--- src/rtl/uart_tx_arbiter.sv ---
// Round-robin arbiter feeding bytes from four requesters to a single UART transmitter.
// One grant per frame; it waits for the transmitter's busy to rise and fall.
module uart_tx_arbiter #(
  parameter int BUSY_WAIT_MAX = 4
) (
  input  logic        CLK,
  input  logic        RST,
  input  logic [3:0]  REQ,
  input  logic [31:0] REQ_DATA,
  input  logic [3:0]  MASK,
  output logic [3:0]  GNT,
  output logic [7:0]  P_DATA,
  output logic        Data_Valid,
  input  logic        busy,
  output logic [1:0]  CUR_ID,
  output logic        ACTIVE,
  output logic        ERR
);

  localparam int CNT_W = (BUSY_WAIT_MAX < 1) ? 1 : $clog2(BUSY_WAIT_MAX + 1);
  localparam logic [CNT_W-1:0] CNT_MAX = CNT_W'(BUSY_WAIT_MAX);

  typedef enum logic [1:0] {
    IDLE,
    LOAD,
    WAIT_BUSY,
    WAIT_DONE
  } state_t;

  state_t           state, state_n;
  logic [CNT_W-1:0] cnt, cnt_n, cnt_inc;
  logic [3:0]       eligible, gnt_n;
  logic [7:0]       pdata_n;
  logic [1:0]       cur_n, pick;
  logic             dv_n, err_n;

  // Search from last+1 upward; the smallest offset that is eligible wins.
  function automatic logic [1:0] rr_pick(input logic [3:0] elig, input logic [1:0] last);
    logic [1:0] idx;
    logic [1:0] sel;
    sel = last;
    for (int k = 4; k >= 1; k--) begin
      idx = last + 2'(k);
      if (elig[idx]) sel = idx;
    end
    return sel;
  endfunction

  always_comb begin
    eligible = REQ & MASK;
    pick     = rr_pick(eligible, CUR_ID);
    cnt_inc  = cnt + CNT_W'(1);
    state_n  = state;
    gnt_n    = 4'b0000;
    pdata_n  = P_DATA;
    dv_n     = 1'b0;
    cur_n    = CUR_ID;
    err_n    = 1'b0;
    cnt_n    = cnt;
    case (state)
      IDLE: begin
        if ((eligible != 4'b0000) && !busy) begin
          gnt_n   = 4'b0001 << pick;
          pdata_n = REQ_DATA[{pick, 3'b000} +: 8];
          cur_n   = pick;
          state_n = LOAD;
        end
      end
      LOAD: begin
        dv_n    = 1'b1;
        cnt_n   = '0;
        state_n = WAIT_BUSY;
      end
      WAIT_BUSY: begin
        if (busy) begin
          state_n = WAIT_DONE;
        end else begin
          cnt_n = cnt_inc;
          // Transmitter never acknowledged: drop the byte, no retry.
          if (cnt_inc >= CNT_MAX) begin
            err_n   = 1'b1;
            state_n = IDLE;
          end
        end
      end
      WAIT_DONE: begin
        if (!busy) state_n = IDLE;
      end
      default: state_n = IDLE;
    endcase
  end

  always_ff @(posedge CLK) begin
    if (!RST) begin
      state      <= IDLE;
      GNT        <= 4'b0000;
      P_DATA     <= 8'h00;
      Data_Valid <= 1'b0;
      CUR_ID     <= 2'd3;
      ACTIVE     <= 1'b0;
      ERR        <= 1'b0;
      cnt        <= '0;
    end else begin
      state      <= state_n;
      GNT        <= gnt_n;
      P_DATA     <= pdata_n;
      Data_Valid <= dv_n;
      CUR_ID     <= cur_n;
      ACTIVE     <= (state_n != IDLE);
      ERR        <= err_n;
      cnt        <= cnt_n;
    end
  end

endmodule

--- config.mk ---
export PLATFORM = sky130hd
export DESIGN_NAME = uart_tx_arbiter
export DESIGN_NICKNAME = d
export VERILOG_FILES = /design/src/rtl/uart_tx_arbiter.sv
export SDC_FILE = /design/constraint.sdc
export NUM_CORES = 1
export LEC_CHECK = 0
export CAP_MARGIN = 40
export CORE_MARGIN = 5
export CORE_UTILIZATION = 40
export CTS_CLUSTER_SIZE = 10
export DETAILED_ROUTE_END_ITERATION = 10
export PLACE_DENSITY = 0.8
export SYNTH_ARGS = -nofsm -noshare
export SYNTH_HDL_FRONTEND = slang
export SYNTH_SLANG_ARGS = --single-unit
--- constraint.sdc ---
create_clock -name CLK -period 2.6 [get_ports CLK]
set_clock_uncertainty 0.05 [all_clocks]
set_input_delay 0.52 -clock CLK [delete_from_list [all_inputs] [get_ports CLK]]
set_output_delay 0.52 -clock CLK [all_outputs]
set_load 0.005 [all_outputs]
==> flow_summary.toml <==
[placement]
placed_cell_area_mm2 = 0.001861
hpwl_mm = 3.011
gp_congestion = 0.8024
io_buffers = 59

[cts]
clock_path_buffers = 2
ctsResizeCount = 0
htree_levels = 1
root_buffer = "clkbuf_4"
cts_made_buffers = 3
cts-hold-fix-buffers = 0
cts_tree = "built"
clkSlewWorstSetupHoldPaths_ns = 0.13
insertion_delay_ns = 0.30
post-cts-setup-buffers = 0
cts_sinks = 22

[critical_path]
end_kind = "flip-flop"
critical_path_arrival_ns = 2.42
critPathMaxFanout = 11
reg2reg_slack_ns = 0.43
critPathLaunch = "REQ[1]"
reg2reg_from = "CUR_ID[0]$_SDFFE_PN1P_"
r2r_cells = 5
crit_required_ns = 2.76
critPathLaunchType = "primary input"
cp-endpoint = "P_DATA[1]$_SDFFE_PN0P_"
path_class = "in2reg"
r2r_end = "P_DATA[1]$_SDFFE_PN0P_"

[sta]
setup-tns-final_ns = 0
worst_pin_slew_ns = 0.5203
finalSetupViolCount = 0
layout_min_cycle_time_ns = 2.258
drv_slew = 0
achievable-frequency_mhz = 442.9
period_share = 0.8684
slew_headroom = 0.6531
rsz0062_at_grt = "false"
final-hold-violation-count = 0

[final_layout]
final_core_util = 0.6370
final_nets = 253
drive_gt1_frac = 0.1010
finalInstanceArea_mm2 = 0.001897
diodes = 0
syn_to_final_growth_pct = 57.59

[synth]
yosys_warnings = 0
synthAdderAreaFrac = 0.01040
synthXorXnorAreaFrac = 0.007277
synthCells = 142
synth-seq-cells = 22
synthFlopType = "dfxtp_1"
synthSimpleGateAreaFrac = 0.2464
synth_edf_count = 0
synth.distinct_cells = 41
netlist_area_mm2 = 0.001204
synth_compound_area_frac = 0.3056
synthArstFlopShare = 0
ys_seq_area_frac = 0.3659
synth_top_family_by_area = "compound AO/OA/AOI/OAI gates"
syn_nets = 186
synthMuxAreaShare = 0.01663
avgSynthCellArea_um2 = 8.476

[power]
total_power_mw = 0.8760
irDropWorstVdd_mv = 0.2483
powerDensity_mw_per_mm2 = 461.8
leakage_nw = 0.7265

[die]
rows = 20
die-area_mm2 = 0.004206
initial_utilization = 0.4042
die_w_um = 64.86
ioPinCount = 60
core_area_mm2 = 0.002978
die_h_um = 64.86

[detailed_routing]
vias = 1377
routed_wl_mm = 3.792
drt-pass1-iter-count = 4
post-route-drc-count = 0
antenna_left = 0
wl_per_cell_um = 15.73
drtIter0Drc = 72
vias_per_cell = 5.714

[global_route]
grt_first_pass_wirelength_mm = 5.996
grt_pass1_vias = 1340
grt_overflow = 0
grt_max_degree = 14
track_usage = 0.1775
antenna_found_initial = 0

[min_path]
min_path_cells = 2
hold_path_class = "reg2reg"

[run_status]
status = "complete, no violations"

[job]
max_cap_violations = 0
## layout by cell type, fill, tap and decap left out, types with 2 or more instances in the layout
| master | instances |
|---|---|
| o21ai_1 | 6 |
| nor3_1 | 5 |
| a31oi_1 | 2 |
| dfxtp_1 | 22 |
| inv_1 | 6 |
| a22oi_1 | 3 |
| clkbuf_4 | 3 |
| o221ai_1 | 6 |
| o21ai_0 | 3 |
| and3_2 | 2 |
| o221a_2 | 2 |
| nor2_1 | 8 |
| nand3_1 | 3 |
| o211ai_1 | 3 |
| clkdlybuf4s50_1 | 59 |
| nand2_1 | 21 |
| buf_4 | 8 |
| and2_1 | 9 |
| mux2i_1 | 2 |
| o21a_1 | 2 |
| a221oi_1 | 6 |
| o22ai_1 | 2 |
| a21oi_1 | 5 |
| a22o_1 | 2 |
## sequential cells by signal, indices dropped and copies added, names as in the netlist
register	cells
ACTIVE	1
CUR_ID	2
Data_Valid	1
ERR	1
GNT	4
P_DATA	8
cnt	3
state	2
## cells by family (layout without fill, tap and decap cells)
logic type	count (synthesis)	count (layout)
XOR/XNOR	1	1
flip-flops	22	22
buffers and inverters	11	77
multiplexers	2	2
adder cells (fa/ha/maj)	1	1
AND/OR/NAND/NOR	57	57
AO/OA/AOI/OAI	48	48
## per-layer routing
layer	share of wire	vias up	wire length (µm)	global-route usage
li1	-	670	-	-
met1	0.42	649	1576	0.2084
met2	0.53	52	2018	0.3257
met3	0.038	6	144	0.02426
met4	0.014	0	53	0.06069
met5	0	-	0	0
## worst min-delay path by stage
stage                      startpoint  slack (ns)                      to
2_1_floorplan  P_DATA[4]$_SDFFE_PN0P_        0.39  P_DATA[4]$_SDFFE_PN0P_
4_1_cts        P_DATA[2]$_SDFFE_PN0P_        0.41  P_DATA[2]$_SDFFE_PN0P_
5_1_grt        P_DATA[7]$_SDFFE_PN0P_        0.43  P_DATA[7]$_SDFFE_PN0P_
3_3_place_gp   P_DATA[4]$_SDFFE_PN0P_        0.39  P_DATA[4]$_SDFFE_PN0P_
3_5_place_dp   P_DATA[4]$_SDFFE_PN0P_        0.38  P_DATA[4]$_SDFFE_PN0P_
6_report       P_DATA[2]$_SDFFE_PN0P_        0.41  P_DATA[2]$_SDFFE_PN0P_
## layout make-up
class,instances,area (µm²)
Inverter,6,22.52
Clock buffer,4,36.28
Sequential cell,22,440.4
Fill cell,251,1081
Tap cell,33,41.29
Multi-Input combinational cell,109,705.7
Timing Repair Buffer,67,650.6
## critical path, stage by stage
cell and delay [ns]:
clkdlybuf4s50_1 0.45, and3b_1 0.24, a311o_1 0.36, a22o_1 0.36, a221oi_1 0.38, o21ai_1 0.10
## cells in the mapped netlist, types with 3 or more instances
master	n	share of area
and2_1	9	0.047
o211ai_1	3	0.019
nand3_1	3	0.012
a22oi_1	3	0.019
nand2_1	21	0.065
nor2_1	8	0.025
a21oi_1	5	0.021
a221oi_1	6	0.044
inv_1	6	0.019
o21ai_1	6	0.025
o21ai_0	3	0.012
nor3_1	5	0.021
dfxtp_1	22	0.37
o221ai_1	6	0.044
## per-stage QoR
| step | hold slack [ns] | setup WS [ns] | instances |
|---|---|---|---|
| 2_1_floorplan | 0.3942 | 0.6730 | 142 |
| 3_3_place_gp | 0.3870 | 0.1266 | 237 |
| 3_5_place_dp | 0.3831 | 0.01357 | 237 |
| 4_1_cts | 0.4119 | 0.3474 | 241 |
| 5_1_grt | 0.4295 | 0.2127 | 241 |
| 6_report | 0.4086 | 0.3423 | 241 |
## power by group
group / total (mW) / switching [mW] / internal (mW)
registers: 0.387 / 0.0233 / 0.363
clock network: 0.190 / 0.104 / 0.0854
logic: 0.300 / 0.130 / 0.169
total: 0.876 / 0.258 / 0.618
Power figures use the tool's default switching activity.
